## src/rtl/display_pkg.sv

```systemverilog
`default_nettype none
// ============================================================================
// Module : display_pkg
// Brief  : Scan FSM states, hex to 7-segment table and LED bit positions.
// Rev    : 1.0
// ============================================================================
package display_pkg;

  typedef enum logic [0:0] {
    ESCANEO   = 1'b0,
    PENDIENTE = 1'b1
  } estado_t;

  // {g,f,e,d,c,b,a} active-low; entry n is the glyph for hex digit n
  localparam logic [15:0][6:0] c_hex_7seg = {
    7'h0E, 7'h06, 7'h21, 7'h46, 7'h03, 7'h08, 7'h10, 7'h00,
    7'h78, 7'h02, 7'h12, 7'h19, 7'h30, 7'h24, 7'h79, 7'h40
  };

  localparam int c_led_carry = 0;
  localparam int c_led_cero  = 1;
  localparam int c_led_neg   = 2;
  localparam int c_led_desb  = 3;

endpackage
`default_nettype wire

```

## src/rtl/multiplexor_display_if.sv

```systemverilog
`default_nettype none
// ============================================================================
// Module : multiplexor_display_if
// Brief  : ALU-side capture inputs and board-side display/LED outputs.
// Rev    : 1.0
// ============================================================================
interface multiplexor_display_if #(
  parameter int NUM_DIGITS = 4,
  parameter int DATA_W     = 4 * NUM_DIGITS
);
  logic                  actualizar;
  logic [DATA_W-1:0]     dato;
  logic                  selector_led_display;
  logic                  carry;
  logic                  cero;
  logic                  negativo;
  logic                  desbordamiento;
  logic [NUM_DIGITS-1:0] anodos;
  logic [6:0]            segmentos;
  logic [3:0]            leds;
  logic                  listo;

  modport master (
    output actualizar, dato, selector_led_display, carry, cero, negativo, desbordamiento,
    input  anodos, segmentos, leds, listo
  );

  modport slave (
    input  actualizar, dato, selector_led_display, carry, cero, negativo, desbordamiento,
    output anodos, segmentos, leds, listo
  );
endinterface
`default_nettype wire

```

## src/rtl/decodificador_7seg.sv

```systemverilog
`default_nettype none
// ============================================================================
// Module : decodificador_7seg
// Brief  : Combinational hex nibble to active-low 7-segment pattern.
// Rev    : 1.0
// ============================================================================
module decodificador_7seg
  import display_pkg::*;
(
  input  logic [3:0] i_nibble,
  output logic [6:0] o_segmentos
);
  assign o_segmentos = c_hex_7seg[i_nibble];
endmodule
`default_nettype wire

```

## src/rtl/multiplexor_display.sv

```systemverilog
`default_nettype none
// ============================================================================
// Module : multiplexor_display
// Brief  : Frame-synchronous capture and multiplexed scan of 7-seg digits/LEDs.
//          Optional overflow blink: define BLINK_ON_OVERFLOW_EN.
// Rev    : 1.0
// ============================================================================
module multiplexor_display
  import display_pkg::*;
#(
  parameter int NUM_DIGITS   = 4,
  parameter int DATA_W       = 4 * NUM_DIGITS,
  parameter int PRESCALE     = 50000,
  parameter int BLINK_FRAMES = 64
) (
  input  logic                 clock,
  input  logic                 reset,
  multiplexor_display_if.slave bus
);
  localparam int c_presc_w = $clog2(PRESCALE);
  localparam int c_idx_w   = (NUM_DIGITS > 1) ? $clog2(NUM_DIGITS) : 1;
  localparam logic [c_presc_w-1:0] c_presc_max = c_presc_w'(PRESCALE - 1);
  localparam logic [c_idx_w-1:0]   c_idx_max   = c_idx_w'(NUM_DIGITS - 1);

  generate
    if (PRESCALE < 2 || DATA_W != 4 * NUM_DIGITS || BLINK_FRAMES < 1) begin : g_param_invalido
      $error("multiplexor_display: invalid parameter set");
    end
  endgenerate

  logic [c_presc_w-1:0]  r_presc;
  logic [c_idx_w-1:0]    r_idx;
  logic                  w_vuelta;
  logic                  w_fin_trama;
  estado_t               r_estado;
  estado_t               w_estado_sig;
  logic                  w_cargar;
  logic                  w_commit;
  logic                  w_bypass;
  logic [3:0]            w_flags_in;
  logic [DATA_W-1:0]     r_st_dato;
  logic                  r_st_sel;
  logic [3:0]            r_st_flags;
  logic [DATA_W-1:0]     r_sh_dato;
  logic                  r_sh_sel;
  logic [3:0]            r_sh_flags;
  logic [3:0]            w_nibble;
  logic [6:0]            w_seg_dec;
  logic [NUM_DIGITS-1:0] w_onehot;
  logic                  w_parpadeo;
  logic [NUM_DIGITS-1:0] r_anodos;
  logic [6:0]            r_segmentos;
  logic                  r_listo;

  assign w_vuelta    = (r_presc == c_presc_max);
  assign w_fin_trama = w_vuelta && (r_idx == c_idx_max);

  always_ff @(posedge clock) begin
    if (reset) begin
      r_presc <= '0;
      r_idx   <= '0;
    end else if (w_vuelta) begin
      r_presc <= '0;
      r_idx   <= (r_idx == c_idx_max) ? '0 : r_idx + 1'b1;
    end else begin
      r_presc <= r_presc + 1'b1;
    end
  end

  always_comb begin
    w_flags_in              = '0;
    w_flags_in[c_led_carry] = bus.carry;
    w_flags_in[c_led_cero]  = bus.cero;
    w_flags_in[c_led_neg]   = bus.negativo;
    w_flags_in[c_led_desb]  = bus.desbordamiento;
  end

  always_ff @(posedge clock) begin
    if (reset) r_estado <= ESCANEO;
    else       r_estado <= w_estado_sig;
  end

  // A strobe landing on the commit edge goes straight to the shadow copy
  always_comb begin
    w_estado_sig = r_estado;
    w_cargar     = 1'b0;
    w_commit     = 1'b0;
    w_bypass     = 1'b0;
    case (r_estado)
      ESCANEO: begin
        if (bus.actualizar) begin
          w_cargar     = 1'b1;
          w_estado_sig = PENDIENTE;
        end
      end
      PENDIENTE: begin
        if (w_fin_trama) begin
          w_commit     = 1'b1;
          w_bypass     = bus.actualizar;
          w_estado_sig = ESCANEO;
        end else if (bus.actualizar) begin
          w_cargar = 1'b1;
        end
      end
      default: w_estado_sig = ESCANEO;
    endcase
  end

  always_ff @(posedge clock) begin
    if (reset) begin
      r_st_dato  <= '0;
      r_st_sel   <= 1'b0;
      r_st_flags <= '0;
      r_sh_dato  <= '0;
      r_sh_sel   <= 1'b0;
      r_sh_flags <= '0;
      r_listo    <= 1'b0;
    end else begin
      r_listo <= w_commit;
      if (w_cargar) begin
        r_st_dato  <= bus.dato;
        r_st_sel   <= bus.selector_led_display;
        r_st_flags <= w_flags_in;
      end
      if (w_commit) begin
        r_sh_dato  <= w_bypass ? bus.dato                 : r_st_dato;
        r_sh_sel   <= w_bypass ? bus.selector_led_display : r_st_sel;
        r_sh_flags <= w_bypass ? w_flags_in               : r_st_flags;
      end
    end
  end

`ifdef BLINK_ON_OVERFLOW_EN
  localparam int c_frm_w = (BLINK_FRAMES > 1) ? $clog2(BLINK_FRAMES) : 1;
  localparam logic [c_frm_w-1:0] c_frm_max = c_frm_w'(BLINK_FRAMES - 1);

  logic [c_frm_w-1:0] r_tramas;
  logic               r_fase;

  always_ff @(posedge clock) begin
    if (reset) begin
      r_tramas <= '0;
      r_fase   <= 1'b0;
    end else if (w_fin_trama) begin
      if (r_tramas == c_frm_max) begin
        r_tramas <= '0;
        r_fase   <= ~r_fase;
      end else begin
        r_tramas <= r_tramas + 1'b1;
      end
    end
  end

  assign w_parpadeo = r_sh_flags[c_led_desb] & r_fase;
`else
  assign w_parpadeo = 1'b0;
`endif

  assign w_nibble = r_sh_dato[{r_idx, 2'b00} +: 4];

  decodificador_7seg u_decodificador (
    .i_nibble    (w_nibble),
    .o_segmentos (w_seg_dec)
  );

  always_comb begin
    w_onehot        = '0;
    w_onehot[r_idx] = 1'b1;
  end

  // Counters keep running while blanked so re-enabling stays frame aligned
  always_ff @(posedge clock) begin
    if (reset) begin
      r_anodos    <= '1;
      r_segmentos <= 7'h7F;
    end else begin
      r_segmentos <= w_seg_dec;
      r_anodos    <= (!r_sh_sel || w_parpadeo) ? '1 : ~w_onehot;
    end
  end

  assign bus.anodos    = r_anodos;
  assign bus.segmentos = r_segmentos;
  assign bus.leds      = r_sh_flags;
  assign bus.listo     = r_listo;

endmodule
`default_nettype wire

```

## src/flat_wrapper.sv

```systemverilog
// flat-port wrapper written by rule: the top's interface ports become plain ports
module multiplexor_display_flat import display_pkg::*;
#(
  parameter int NUM_DIGITS   = 4,
  parameter int DATA_W       = 4 * NUM_DIGITS,
  parameter int PRESCALE     = 50000,
  parameter int BLINK_FRAMES = 64
)
  (clock, reset, bus_actualizar, bus_dato, bus_selector_led_display, bus_carry, bus_cero, bus_negativo, bus_desbordamiento, bus_anodos, bus_segmentos, bus_leds, bus_listo);
  multiplexor_display_if #(.NUM_DIGITS(NUM_DIGITS), .DATA_W(DATA_W)) bus_i ();
  input  logic clock;
  input  logic reset;
  input wire logic [$bits(bus_i.actualizar)-1:0] bus_actualizar;
  input wire logic [$bits(bus_i.dato)-1:0] bus_dato;
  input wire logic [$bits(bus_i.selector_led_display)-1:0] bus_selector_led_display;
  input wire logic [$bits(bus_i.carry)-1:0] bus_carry;
  input wire logic [$bits(bus_i.cero)-1:0] bus_cero;
  input wire logic [$bits(bus_i.negativo)-1:0] bus_negativo;
  input wire logic [$bits(bus_i.desbordamiento)-1:0] bus_desbordamiento;
  output wire logic [$bits(bus_i.anodos)-1:0] bus_anodos;
  output wire logic [$bits(bus_i.segmentos)-1:0] bus_segmentos;
  output wire logic [$bits(bus_i.leds)-1:0] bus_leds;
  output wire logic [$bits(bus_i.listo)-1:0] bus_listo;
  assign bus_i.actualizar = bus_actualizar;
  assign bus_i.dato = bus_dato;
  assign bus_i.selector_led_display = bus_selector_led_display;
  assign bus_i.carry = bus_carry;
  assign bus_i.cero = bus_cero;
  assign bus_i.negativo = bus_negativo;
  assign bus_i.desbordamiento = bus_desbordamiento;
  assign bus_anodos = bus_i.anodos;
  assign bus_segmentos = bus_i.segmentos;
  assign bus_leds = bus_i.leds;
  assign bus_listo = bus_i.listo;
  multiplexor_display #(.NUM_DIGITS(NUM_DIGITS), .DATA_W(DATA_W), .PRESCALE(PRESCALE), .BLINK_FRAMES(BLINK_FRAMES)) u_core (.clock(clock), .reset(reset), .bus(bus_i));
endmodule
```

## config.mk

```make
export PLATFORM = sky130hd
export DESIGN_NAME = multiplexor_display_flat
export DESIGN_NICKNAME = d
export VERILOG_FILES = /design/src/rtl/display_pkg.sv /design/src/rtl/multiplexor_display_if.sv /design/src/rtl/decodificador_7seg.sv /design/src/rtl/multiplexor_display.sv /design/src/flat_wrapper.sv
export SDC_FILE = /design/constraint.sdc
export NUM_CORES = 1
export LEC_CHECK = 0
export CAP_MARGIN = 25
export CORE_ASPECT_RATIO = 0.5
export CORE_MARGIN = 10
export CORE_UTILIZATION = 56
export CTS_CLUSTER_DIAMETER = 60
export DETAILED_ROUTE_END_ITERATION = 6
export GPL_TIMING_DRIVEN = 0
export PLACE_DENSITY = 0.79
export SLEW_MARGIN = 20
export SYNTH_ARGS = -nofsm -noshare
export SYNTH_HDL_FRONTEND = slang
export SYNTH_SLANG_ARGS = --single-unit
```

## constraint.sdc

```tcl
create_clock -name clock -period 2.91 [get_ports clock]
set_clock_uncertainty 0.2 [all_clocks]
set_input_delay 0.291 -clock clock [delete_from_list [all_inputs] [get_ports clock]]
set_output_delay 0.291 -clock clock [all_outputs]
set_load 0.005 [all_outputs]
```

==> run_results.csv <==
group,metric,value,unit
clock_tree,hold_buffers,0,
setup_path,critPathSlowestCell,"a2111oi_1",
timing,tightest_slew,1.100,ns
yosys,async_flop_share,0,
setup_path,reg2reg_slack,0.09,ns
setup_path,worstPathArrival,2.90,ns
drt,avgViaCountPerCell,6.395,
drt,vias,3575,
yosys,ys_top_cells_by_area,"dfxtp_1 39%, nor4b_1 4.9%, a2111oi_0 4.7%",
timing,hold_viol,0,
die,num_rows,20,
drt,wl_per_cell,19.43,um
power,total_power,2.293,mW
timing,rsz0062_at_grt,"false",
power,static-leakage-power,1.735,nW
die,die-area,10550,sq um
yosys,avgSynthCellArea,8.968,sq um
worst_hold_path,holdCritPathClass,"register to register",
placed_design,placed_area,4220,sq um
die,core_region_area,6256,sq um
clock_tree,cts_tree,"done",
drt,route.detailed.drc,0,
yosys,syn-num-nets,452,
layout,multi_input_area,2066,sq um
clock_tree,cts_root_buf,"clkbuf_16",
setup_path,cpPeakStageDelay,1.00,ns
layout,drive_above_1_share,0.08280,
run,cap_violations,0,
layout,final_cell_mix,"73 x dfxtp_1, 39 x nor2_1, 37 x clkdlybuf4s50_1",
global_route,grt_pass1_vias,3417,
die,io_pins,40,
global_route,grt_pass1_wl,17.29,mm
clock_tree,cts-buffers-inserted,9,
clock_tree,htree_levels,3,
drt,drtIter0Drc,397,
layout,area_growth,20.84,%
layout,antenna_cells,0,
die,die_w,135.6,um
die,die_h,77.79,um
setup_path,critPathTopFamily,"compound AO/OA/AOI/OAI gates",
yosys,synth_top_area_share,0.3908,
power,peakVddDrop,0.2927,mV
setup_path,cp-end-kind,"register",
clock_tree,worstSkewPairLatency,0.34,ns
clock_tree,path_clk_slew,0.06,ns
setup_path,crit_chain,"ha_1 > and4_1 > nand4_2 > clkbuf_1 > a2111oi_1 > a31o_1",
global_route,overflow,0,
timing,finalMaxSlewViolations,0,
clock_tree,cts_resized,0,
timing,period_share,0.9706,
setup_path,path_class,"register to register",
power,p_per_area,507.3,nW/um^2
setup_path,crit_buf_inv,1,
drt,ant_nets,0,
setup_path,crit_path_start,"u_core.r_presc[0]$_SDFF_PP0_",
placed_design,numPortBuffers,37,
run_status,status,"finished, final reports clean",
placed_design,place_hpwl,7.614,mm
yosys,synth_area,3740,sq um
placed_design,pre_cts_ws,0.03607,ns
yosys,ys_warn_count,0,
timing,min_period,2.824,ns
layout,mostFrequentLayoutCell,"dfxtp_1",
worst_hold_path,holdCritStartpoint,"u_core.r_presc[0]$_SDFF_PP0_",
global_route,track_usage,0.2030,
layout,fin_nets,501,
timing,maxSlewHeadroom,0.2478,
yosys,yosys.cell_types.count,41,
layout,fin_area,4519,sq um
clock_tree,cts_setup_buffers,0,
layout,seqCellArea,1461,sq um
die,start_util,0.5978,
timing,finalSetupViolCount,0,
global_route,grt_max_degree,13,
yosys,ys.flop_type,"dfxtp_1",
yosys,yosys.area.top_type,"dfxtp_1",
setup_path,required,2.99,ns
yosys,synth-seq-cells,73,
yosys,synth_cells,417,
setup_path,reg2reg_from,"u_core.r_presc[0]$_SDFF_PP0_",
clock_tree,cts_buffer_depth,2,
timing,max_freq,354.0,MHz
global_route,antenna_found_initial,0,
yosys,synth_seq_area_share,0.3908,
drt,drt-total-wl,10.86,mm
placed_design,place.gp.congestion,0.8842,
setup_path,start_kind,"register",
layout,final.fill_count,505,
timing,worst_slack,0.08551,ns
setup_path,cp_max_fo,10,
drt,drtPass1Iterations,5,
clock_tree,cts_sinks,73,
yosys,synth-edff-count,0,
timing,setup-tns-final,0,ns
==> kinds of logic after synthesis <==
| family | synth area share |
|---|---|
| AND/OR/NAND/NOR | 0.2446 |
| adder cells (fa/ha/maj) | 0.03680 |
| AO/OA/AOI/OAI | 0.1964 |
| multiplexers | 0.04115 |
| buffers and inverters | 0.05754 |
| flip-flops | 0.3908 |
| XOR/XNOR | 0.03279 |
==> Yosys cell counts, drive strengths merged, types with 12 or more instances <==
master,number
dfxtp,73
nor2,39
nand2,35
clkbuf,29
nand3,27
a21oi,26
nand2b,22
nor4b,22
a2111oi,20
a211o,20
a31o,20
buf,12
==> metal layers <==
metal | wire length [um] | global-route usage
met1 | 4547 | 0.2573
met2 | 4924 | 0.3219
met3 | 1225 | 0.07391
met4 | 165 | 0.04701
met5 | 0 | 0
==> through the flow <==
step	instances	hold WS, ns	utilization
6_report	559	0.2666	0.7224
5_1_grt	559	0.2903	0.7224
4_1_cts	558	0.2724	0.7200
3_5_place_dp	542	0.2586	0.6746
3_3_place_gp	542	0.2412	0.6746
2_1_floorplan	417	0.2261	-
==> final cells by class <==
class                           instances  area share
Tap cell                               88     0.02436
Clock buffer                           12     0.05676
Multi-Input combinational cell        298      0.4571
Buffer                                 41     0.04347
Sequential cell                        73      0.3234
Timing Repair Buffer                   38     0.08472
Clock inverter                          4    0.006091
Inverter                                5    0.004153
==> worst register-to-register path, cell delays in order (launching register included) <==
cell,delay [ns]
dfxtp_1,0.37
ha_1,0.22
and4_1,0.30
nand4_2,0.18
clkbuf_1,0.30
a2111oi_1,1.00
a31o_1,0.20
==> sequential cells by signal, summed over array words and instances, names as in the netlist <==
name and flops:
u_core.r_presc 16, u_core.r_sh_dato 16, u_core.r_st_dato 16, u_core.bus.segmentos 7
u_core.bus.anodos 4, u_core.bus.leds 4, u_core.r_st_flags 4, u_core.r_idx 2
u_core.bus.listo 1, u_core.r_estado 1, u_core.r_sh_sel 1, u_core.r_st_sel 1
==> power breakdown <==
group          switching (mW)  internal, mW
sequential             0.0174          1.03
clock                   0.427         0.622
combinational           0.100        0.0914
==> final timing paths <==
check	endpoint	cells past startpoint
setup / recovery	u_core.r_sh_dato[13]$_SDFFE_PP0P_	6
setup reg to reg	u_core.r_sh_dato[13]$_SDFFE_PP0P_	6
hold / removal	u_core.r_presc[0]$_SDFF_PP0_	1
hold reg to reg	u_core.r_presc[0]$_SDFF_PP0_	1
(Power assumes the default switching activity.)
